<file path="config.mk">
export PLATFORM = sky130hd
export DESIGN_NAME = irq_controller
export DESIGN_NICKNAME = d
export VERILOG_FILES = /design/src/rtl/irq_pkg.sv /design/src/rtl/irq_edge_det.sv /design/src/rtl/irq_controller.sv
export SDC_FILE = /design/constraint.sdc
export NUM_CORES = 1
export LEC_CHECK = 0
export BUFFER_PORTS_ARGS = -buffer_cell sky130_fd_sc_hd__clkbuf_2
export CAP_MARGIN = 40
export CORE_MARGIN = 5
export CORE_UTILIZATION = 30
export CTS_CLUSTER_SIZE = 28
export DETAILED_ROUTE_END_ITERATION = 7
export PLACE_DENSITY = 0.91
export SLEW_MARGIN = 20
export SYNTH_ARGS = -nofsm -noshare
export SYNTH_HDL_FRONTEND = slang
export SYNTH_HIERARCHICAL = 1
export SYNTH_SLANG_ARGS = --single-unit
</file>
<file path="constraint.sdc">
create_clock -name CLOCK_50 -period 1.53 [get_ports CLOCK_50]
set_input_delay 0.0765 -clock CLOCK_50 [delete_from_list [all_inputs] [get_ports CLOCK_50]]
set_output_delay 0.0765 -clock CLOCK_50 [all_outputs]
set_load 0.005 [all_outputs]
</file>
<file path="src/rtl/irq_pkg.sv">
// Shared types and constants for the interrupt controller.
package irq_pkg;

  typedef enum logic [1:0] {
    IDLE     = 2'd0,
    REQ      = 2'd1,
    WAIT_REL = 2'd2
  } irq_state_t;

  localparam logic [63:0] DEFAULT_MASK_ADDR = 64'h800;

endpackage

</file>
<file path="src/rtl/irq_edge_det.sv">
// Two-flop synchronizer for one raw interrupt line followed by a rising-edge
// detector that compares the second and third flop stages.
module irq_edge_det (
  input  logic clk,
  input  logic reset,
  input  logic src,
  output logic rise
);

  logic sync1;
  logic sync2;
  logic sync3;

  // Shift the raw line through the synchronizer and the edge-history flop.
  always_ff @(posedge clk) begin
    if (reset) begin
      sync1 <= 1'b0;
      sync2 <= 1'b0;
      sync3 <= 1'b0;
    end else begin
      sync1 <= src;
      sync2 <= sync1;
      sync3 <= sync2;
    end
  end

  assign rise = sync2 & ~sync3;

endmodule

</file>
<file path="src/rtl/irq_controller.sv">
// Interrupt controller: per-source edge capture into a pending register, a
// snooped memory-mapped mask register, a fixed-priority encoder (index 0
// highest) and a request/acknowledge handshake FSM towards the processor.
module irq_controller
  import irq_pkg::*;
#(
  parameter int            N         = 64,
  parameter int            NSRC      = 4,
  parameter logic [N-1:0]  MASK_ADDR = N'(DEFAULT_MASK_ADDR)
) (
  input  logic                    CLOCK_50,
  input  logic                    reset,
  input  logic [NSRC-1:0]         irq_src,
  input  logic                    ExtlAck,
  input  logic [N-1:0]            DM_addr,
  input  logic [N-1:0]            DM_writeData,
  input  logic                    DM_writeEnable,
  output logic                    ExtIRQ,
  output logic [$clog2(NSRC)-1:0] irq_id,
  output logic [NSRC-1:0]         pending,
  output logic [NSRC-1:0]         mask
);

  localparam int IDW = $clog2(NSRC);

  irq_state_t      state;
  irq_state_t      state_next;
  logic [IDW-1:0]  id_next;
  logic [IDW-1:0]  grant_id;
  logic [NSRC-1:0] rise_vec;
  logic [NSRC-1:0] req_vec;
  logic [NSRC-1:0] clear_vec;
  logic            mask_write;
  logic            unused_write_bits;

  for (genvar g = 0; g < NSRC; g++) begin : g_src
    irq_edge_det u_det (
      .clk   (CLOCK_50),
      .reset (reset),
      .src   (irq_src[g]),
      .rise  (rise_vec[g])
    );
  end

  // Only the low NSRC data bits feed the mask; the rest of the bus is ignored.
  assign unused_write_bits = ^DM_writeData[N-1:NSRC];
  assign mask_write        = DM_writeEnable && (DM_addr == MASK_ADDR);

  // Pick the lowest-numbered enabled pending source.
  always_comb begin
    req_vec  = pending & mask;
    grant_id = '0;
    for (int i = NSRC - 1; i >= 0; i--) begin
      if (req_vec[i]) grant_id = IDW'(i);
    end
  end

  // Next-state logic for the grant/acknowledge handshake.
  always_comb begin
    state_next = state;
    id_next    = irq_id;
    clear_vec  = '0;
    case (state)
      IDLE: begin
        if (|req_vec) begin
          state_next = REQ;
          id_next    = grant_id;
        end
      end
      REQ: begin
        if (ExtlAck) begin
          state_next = WAIT_REL;
          clear_vec  = NSRC'(1) << irq_id;
        end
      end
      WAIT_REL: begin
        if (!ExtlAck) state_next = IDLE;
      end
      default: state_next = IDLE;
    endcase
  end

  // State and in-service index registers; the index holds until the next grant.
  always_ff @(posedge CLOCK_50) begin
    if (reset) begin
      state  <= IDLE;
      irq_id <= '0;
    end else begin
      state  <= state_next;
      irq_id <= id_next;
    end
  end

  // Pending bits: a fresh edge wins over a same-cycle acknowledge clear.
  always_ff @(posedge CLOCK_50) begin
    if (reset) pending <= '0;
    else       pending <= (pending & ~clear_vec) | rise_vec;
  end

  // Mask register loaded by snooping writes to its address.
  always_ff @(posedge CLOCK_50) begin
    if (reset)           mask <= '1;
    else if (mask_write) mask <= DM_writeData[NSRC-1:0];
  end

  assign ExtIRQ = (state == REQ);

endmodule

</file>
== Word-level counts from Yosys, hierarchy flattened ==
Index checks and enable logic that the tools add are counted.
Operators by class
  div/mod/pow operators: 0
  reductions and logical operators: 5
  $add $sub $neg: 0
  multipliers: 0
  multiplexer cells: 10
  $lt $le $gt $ge: 0
  shift-type cells: 1
  bitwise operators: 12
  eq/ne operators: 6
Operators with widths (number)
  $eq A64 B12 Y1 const B: 1
  $mux W2: 7
  $and A4 B4 Y4: 2
  $mux W4: 2
  $ne A2 B2 Y1 const B: 3
  $pmux W2 S3: 1
  $and A1 B1 Y1: 4
  $not A1 Y1: 4
  $not A4 Y4: 1
  $or A4 B4 Y4: 1
  $reduce_or A4 Y1: 1
  $shl A1 B2 Y4 const A: 1
  $reduce_and A3 Y1: 1
  $eq A2 B1 Y1 const B: 1
  $eq A2 B2 Y1 const B: 1
  $logic_not A2 Y1: 1
  $reduce_and A2 Y1: 1
  $logic_and A1 B1 Y1: 1
Storage, ports and cells
  latch bits: 0
  output and inout port bits: 11
  memory bits (read-only): 0
  memory bits (writable): 0
  memories: 0
  input port bits: 136
  bits in registers: 24
  word-level logic and storage cells: 50

== Depth between registers and ports, before layout ==
Gate-level depths: netlist of the first run.
  word-level depth: 6
  depth in mapped cells: 5

== By module ==
Netlist of the first run, hierarchy kept.
By module, submodules not included
  irq_controller: instances 1, area each 680.7 µm², cells an instance 80, seq. area each 240.2 µm²
  irq_edge_det: instances 4, area each 87.6 µm², cells an instance 7, seq. area each 60.1 µm²

== Worst setup path after synthesis of the first run ==
No wires, ideal clock.
  path kind: register to register
  start: register state[0]
  end: register pending[0]
  stages on the path, launching flop included: 6
  arrival time: 1196 ps
  slack: 206 ps
  data required time: 1402 ps
  clock period less this slack: 1324 ps
  library setup time: 128 ps
  path through: dfxtp_1 > nor2b_1 > nand2_1 > or3_1 > a21oi_1 > nor2_1
Between the ends
  longest elaborated chain between the ends: 5
Ends and longest elaborated chain
  start, declared: RTL line irq_controller.sv:26  | irq_state_t state;
  start signal, assigned: RTL line irq_controller.sv:89  | state <= state_next;
  $eq A2 B1 Y1
  via ExtIRQ: RTL line irq_controller.sv:18  | output logic ExtIRQ,
  $mux W4: RTL line irq_controller.sv:63  | case (state)
  $not A4 Y4: RTL line irq_controller.sv:97  | else pending <= (pending & ~clear_vec) | rise_vec;
  $and A4 B4 Y4: RTL line irq_controller.sv:97
  $or A4 B4 Y4: RTL line irq_controller.sv:97
  end signal, assigned: RTL line irq_controller.sv:97
  end, declared: RTL line irq_controller.sv:20  | output logic [NSRC-1:0] pending,
The timed path passes the listed nets, and every way through them passes these cells.
A chain may end at the register's enable or synchronous reset.

== Final worst setup path of the first run ==
  start: register state[0]
  end: register pending[0]
Between the ends
  longest elaborated chain between the ends: 5
Ends and longest elaborated chain (RTL line)
  $eq A2 B1 Y1: irq_controller.sv:63
  $mux W4: irq_controller.sv:63
  $not A4 Y4: irq_controller.sv:97
  $and A4 B4 Y4: irq_controller.sv:97
  $or A4 B4 Y4: irq_controller.sv:97
No other way between the ends.

==> results by group, run 1 <==
Synthesis
  – Synth Register Bits: 24
  – Post-synth EDFFs: 0
  – Netlist cell types: 27
  – Syn nets: 244
  – Ys flop type: dfxtp_1
  – Synth top area cells: dfxtp_1, nor2b_1, nor4_2, nor2_1, nor4_1
  – FFs w/ async S/R, synth: 0
  – Mapped Area: 0.001031 mm^2
  – Area fraction of the dominant cell type after synthesis: 0.4660
  – Syn Inst Count: 108
  – Yosys warns: 6
  – Syn avg cell area: 9.546 um^2
  – Sequential share of the synthesized area: 0.4660
  – Cell taking the most area after synthesis: dfxtp_1

Global route
  – Largest net degree at the start of global routing: 29
  – Total gr overflow: 0
  – Vias in the first global route: 1181
  – GRT Util Overall: 0.1408
  – Initial antenna violation count: 0
  – First-pass GRT wire length: 4.940 mm

Final layout
  – Layout cells sized above 1: 0.5099
  – Synth-to-layout area growth: 57.28%
  – Fillcell total: 343
  – Multi-input logic area: 543.0 um^2
  – Finished Layout Cells: 248
  – Final instance area: 0.001622 mm^2
  – Nets: 339
  – Diodes inserted: 0
  – Reg area: 480.5 um^2

CTS
  – Post-CTS sizing: 0
  – Maximum clock path buffer count: 2
  – Num Clock Sinks: 24
  – Number of CTS-inserted buffers: 3
  – CTS tree: done
  – CTS H-tree lvls: 1
  – Clock root buffer master: clkbuf_4
  – Clk slew on worst S/H paths: 0.12 ns
  – Post-CTS Setup Bufs: 0
  – Worst-Skew Late Latency: 0.31 ns

STA
  – Tcrit/Tclk final: 0.8212
  – Fmax achieved: 0.7959 GHz
  – Clock skew: 0.003860 ns
  – Worst slew margin: 0.6382
  – Fin crit period: 1.257 ns
  – Final setup fails: 0
  – Final hold vios: 0
  – Setup TNS: 0 ns
  – RSZ-0062 raised after global routing: false
  – Pins Over Slew Limit: 0
  – Slew @ Worst Pin: 0.5427 ns

Die
  – Die height: 68.62 um
  – Starting Density: 0.3090
  – I/O pin total: 147
  – Rows: 21
  – Core area: 0.003337 mm^2
  – Die width: 68.62 um
  – Die area: 0.004709 mm^2

Setup path
  – Crit end category: flip-flop
  – Critical path peak fanout: 3
  – Flop2flop setup slack: 0.27 ns
  – Critical Path RT: 1.72 ns
  – CP startpoint kind: flip-flop
  – Critical setup path kind: reg -> reg
  – Worst path arrival time: 1.45 ns

Drt
  – Final antenna-violating net count: 0
  – Vias per cell: 4.460
  – Post-route DRC: 0
  – WL/cell: 13.13 um
  – TritonRoute pass-1 iters: 4
  – Vias: 1106
  – Final WL: 3.256 mm
  – DR iter-0 viols: 35

Run
  – Max capacitance violation total: 0

Pwr
  – PD cells: 823.5 mW/mm^2
  – Leak: 0.7786 nW
  – VDD IR max: 0.5920 mV

Placed design
  – Final HPWL DP: 2.669 mm
  – IO Port Bufs: 86
  – Placed Cells: 239
  – Placed cell areas: 0.001519 mm^2
  – Gpl congestion: 0.9261

Outcome
  – Status: completed

Worst hold path
  – Worst Hold Class: in -> reg
## placed cells by master, fill, tap and decap left out, types with 2 or more instances in the layout
cell type / netlist / layout
a21oi_1: 7 / 7
clkbuf_2: 0 / 86
clkbuf_4: 0 / 3
dfxtp_1: 24 / 24
dlygate4sd3_1: 0 / 5
mux2i_1: 4 / 4
nand2_1: 5 / 5
nand4_1: 3 / 3
nand4b_1: 2 / 2
nor2_1: 15 / 15
nor2b_1: 13 / 13
nor2b_2: 4 / 4
nor4_1: 8 / 8
nor4_2: 6 / 6
## where the power goes
| group | internal (W) | switching (W) |
|---|---|---|
| combinational | 0.000129 | 0.0000892 |
| sequential | 0.000652 | 0.0000199 |
| clock | 0.000265 | 0.000180 |
## path summary, 6_finish.rpt
check,from,endpoint,cells after the start
max,state[0],pending[0],5
min,DM_writeData[0],mask[0],3
max reg2reg,state[0],pending[0],5
min reg2reg,g_src[2].u_det/sync1,g_src[2].u_det/sync2,1
## repair_timing
action	in CTS	in global routing
hold buffers	4	1
hold endpoints to repair	4	1
endpoints found under the setup margin	0	0
## kinds of logic after synthesis
logic type / share of synthesized area
simple gates: 0.4078
compound gates: 0.07160
mux: 0.03884
buf+inv: 0.007284
xor+xnor: 0.008497
flops: 0.4660
## synthesized netlist by cell type, types with 2 or more instances
cell       n
a21oi_1    7
clkbuf_1   2
dfxtp_1   24
mux2i_1    4
nand2_1    5
nand4_1    3
nand4b_1   2
nor2_1    15
nor2b_1   13
nor2b_2    4
nor4_1     8
nor4_2     6
## final cells by class
type | instances | area share
Clock buffer | 3 | 0.01389
Tap cell | 46 | 0.03549
Sequential cell | 24 | 0.2963
Timing Repair Buffer | 92 | 0.3009
Multi-Input combinational cell | 82 | 0.3349
Clock inverter | 1 | 0.01852
## routing by layer
metal  global-route usage  vias to the layer above  wire length (um)
li1                     -                      583                 -
met5                    0                        -                 0
met4              0.03474                        0                28
met2               0.2706                       23              1771
met3              0.03890                        4               156
met1               0.1486                      496              1299
## worst max-delay path, stage by stage, from the launching register on
cell and delay, ns:
dfxtp_1 0.38, nor2b_1 0.19, nand2_1 0.07, or3_1 0.31
a21oi_1 0.15, nor2_1 0.05
## registers in the layout (all words and copies together) (netlist names)
name / cells
state: 2
g_src.u_det/sync1: 4
mask: 4
g_src.u_det/sync2: 4
pending: 4
irq_id: 2
g_src.u_det/sync3: 4
## metrics by stage
| stage | power (W) | worst slack, ns | utilization | hold slack [ns] |
|---|---|---|---|---|
| 3_3_place_gp | 0.0008851 | 0.1142 | 0.4552 | 0.2862 |
| 3_5_place_dp | 0.0008919 | 0.09522 | 0.4552 | 0.2919 |
| 2_1_floorplan | 0.0007553 | 0.2062 | - | 0.1481 |
| 4_1_cts | 0.001345 | 0.2741 | 0.4829 | 0.002358 |
| 5_1_grt | 0.001402 | 0.1262 | 0.4859 | 0.01442 |
| 6_report | 0.001335 | 0.2735 | 0.4859 | 0.01515 |
No activity file was read; power rests on OpenSTA's default activity.
==> run 2: changes to the inputs <==
==> constraint.sdc (replaced) <==
create_clock -name CLOCK_50 -period 1.2 [get_ports CLOCK_50]
set_input_delay 0.06 -clock CLOCK_50 [delete_from_list [all_inputs] [get_ports CLOCK_50]]
set_output_delay 0.06 -clock CLOCK_50 [all_outputs]
set_load 0.005 [all_outputs]
==> run 2 against run 1 <==
Compared with the run above:
- sequential power grew 27%
- utilization increased by 3.0 points
- register-to-register slack lost 0.27 ns
- power rose by 30%
- die area unchanged
- setup slack got worse by 0.27 ns
- sequential share of layout area down 1.3 points
- sequential cell count unchanged
- global-route usage hardly changed
- count of clock-buffer cells in the layout stayed put
- worst hold slack worse by 0.0046 ns
- critical path depth is the same
- largest cell class unchanged
- highest routed layer unchanged
==> results by group, run 2 (same netlist as run 1, synthesis figures left out) <==
Outcome
  – Status: completed

STA
  – Setup TNS: 0 ns (unchanged)
  – Fmax achieved: 0.8377 GHz (+5.3%)
  – Final hold vios: 0 (unchanged)
  – Worst slew margin: 0.6555 (+0.01727)
  – Tcrit/Tclk final: 0.9948 (+0.1736)
  – Fin crit period: 1.194 ns (-0.06271 ns)
  – Pins Over Slew Limit: 0 (unchanged)
  – Final setup fails: 0 (unchanged)
  – Slew @ Worst Pin: 0.5168 ns (-0.02590 ns)
  – Clock skew: 0.005938 ns (+0.002078 ns)
  – RSZ-0062 raised after global routing: true

Setup path
  – Critical-path cell list: nor2b_4, nand2_1, or3_1, a21oi_1, nor2_1
  – Flop2flop setup slack: 0.006 ns (-0.27 ns)
  – Largest delay share family, worst path: simple AND/OR/NAND/NOR gates
  – Worst path depth: 5 (unchanged)
  – Critical path capture point: pending[0]
  – Critical setup path kind: reg -> reg
  – Crit end category: flip-flop
  – Crit path from: state[0]
  – R2R Path Start: state[0]
  – Reg2Reg Depth: 5 (unchanged)
  – Critical path peak fanout: 3 (unchanged)
  – CP startpoint kind: flip-flop
  – Critical-path top delay cell: dfxtp_2
  – Critical Path RT: 1.39 ns (-0.33 ns)
  – Bufs and invs on worst path: 0 (unchanged)
  – Worst path arrival time: 1.38 ns (-0.07 ns)
  – Worst r2r dst: pending[0]
  – CP max stage delay: 0.37 ns (about the same)

Global route
  – Total gr overflow: 0 (unchanged)
  – Initial antenna violation count: 0 (unchanged)
  – Vias in the first global route: 1152 (-2.5%)
  – Largest net degree at the start of global routing: 29 (unchanged)
  – First-pass GRT wire length: 4.995 mm (+1.1%)
  – GRT Util Overall: 0.1404 (-0.0003441)

Final layout
  – Diodes inserted: 0 (unchanged)
  – Layout cells sized above 1: 0.5687 (+0.05882)
  – Synth-to-layout area growth: 66.99%
  – Final instance area: 0.001722 mm^2 (+6.2%)
  – Core Util, Final: 0.5159 (+0.03000)
  – Nets: 348 (+2.7%)
  – Commonest non-fill, non-tap cell in the layout: clkbuf_2
  – Most frequent cells in the layout: clkbuf_2, dfxtp_1, nor2_1

Drt
  – DR top layer: met4
  – TritonRoute pass-1 iters: 4 (unchanged)
  – DRT met1 WL: 1.294 mm (-0.38%)
  – Final WL: 3.263 mm (+0.21%)
  – Vias per cell: 4.440 (-0.45%)
  – DR iter-0 viols: 40 (+14%)
  – Final antenna-violating net count: 0 (unchanged)
  – WL/cell: 12.70 um (-3.3%)
  – Vias: 1141 (+3.2%)
  – Post-route DRC: 0 (unchanged)
  – Met3 wire len: 222 um (+42%)
  – Met2 wire len: 1.739 mm (-1.8%)

Pwr
  – Leak: 0.8259 nW (+6.1%)
  – PD cells: 1008 mW/mm^2 (+22%)
  – VDD IR max: 0.4769 mV (-19%)
  – Pwr Total: 0.001736 W (+30%)

CTS
  – Worst-Skew Late Latency: 0.31 ns (about the same)
  – Clk slew on worst S/H paths: 0.13 ns (about the same)
  – CTS tree: done
  – Num Clock Sinks: 24 (unchanged)
  – CTS H-tree lvls: 1 (unchanged)
  – Post-CTS Setup Bufs: 0 (unchanged)
  – Number of CTS-inserted buffers: 3 (unchanged)
  – Clock root buffer master: clkbuf_4
  – Maximum clock path buffer count: 2 (unchanged)

Run
  – Max capacitance violation total: 0 (unchanged)

Placed design
  – Final HPWL DP: 2.721 mm (+1.9%)
  – Gpl congestion: 0.9342 (+0.87%)
  – Placed cell areas: 0.001579 mm^2 (+4.0%)
  – IO Port Bufs: 86 (unchanged)

Die
  – Die width: 68.62 um (unchanged)
  – Rows: 21 (unchanged)
  – Die height: 68.62 um (unchanged)
  – I/O pin total: 147 (unchanged)
  – Core area: 0.003337 mm^2 (unchanged)
  – Die area: 0.004709 mm^2 (unchanged)
  – Starting Density: 0.3090 (unchanged)

Worst hold path
  – Hold path cells: 3 (unchanged)
  – Worst Hold Class: in -> reg
==> run 2: changes by cell type in the layout (fill, tap and decap cells not counted), sizes merged <==
cell / before / now
dlygate4sd3: 5 / 7
buf: 1 / 8
==> run 2: repair_timing <==
item / CTS / global route
pin swaps: 1 / 0
hold buffers: 7 / 0
endpoints found under the hold margin: 7 / 0
setup endpoints to repair: 1 / 3
resized for setup: 2 / 7
==> run 2: worst min-delay path by stage <==
stage | slack, ns | end | start
CTS | 0.0002 | mask[0] | DM_writeData[0]
global placement | 0.27 | g_src[3].u_det/sync1 | irq_src[3]
finish | 0.01 | mask[0] | DM_writeData[0]
global route | 0.02 | mask[0] | DM_writeData[0]
floorplan | 0.13 | g_src[0].u_det/sync1 | reset
detailed placement | 0.27 | g_src[3].u_det/sync1 | irq_src[3]
==> run 2: worst register-to-register path, cell delays in order, from the launching register on <==
cell     delay, ns
dfxtp_2       0.37
nor2b_4       0.15
nand2_1       0.05
or3_1         0.33
a21oi_1       0.13
nor2_1        0.05
==> run 2: cell type report <==
cell class / count / area [um^2]
tap: 46 / 57.56
clock inverter: 1 / 30.03
sequential: 24 / 488.0
clock buffer: 3 / 22.52
multi-input combinational: 82 / 563.0
timing repair buffer: 101 / 560.5
fill: 313 / 1615
==> run 2: metal layers <==
metal  track usage  up-vias
met3       0.02917        2
met5             0        -
met1        0.1705      507
li1              -      600
met2        0.2443       32
met4       0.04715        0
==> run 2: per-stage QoR <==
stage / hold slack, ns / setup slack [ns] / cells
floorplan: 0.1316 / 0.005876 / 108
global placement: 0.2716 / -0.1731 / 246
detailed placement: 0.2736 / -0.2131 / 246
CTS: 0.0002062 / 0.008630 / 257
global route: 0.02472 / -0.06282 / 257
finish: 0.01052 / 0.006205 / 257
==> run 2: where the power goes <==
group          internal [W]  total [W]  switching [W]
Combinational      0.000187   0.000315       0.000128
Sequential         0.000834   0.000855      0.0000216
Clock              0.000337   0.000565       0.000228
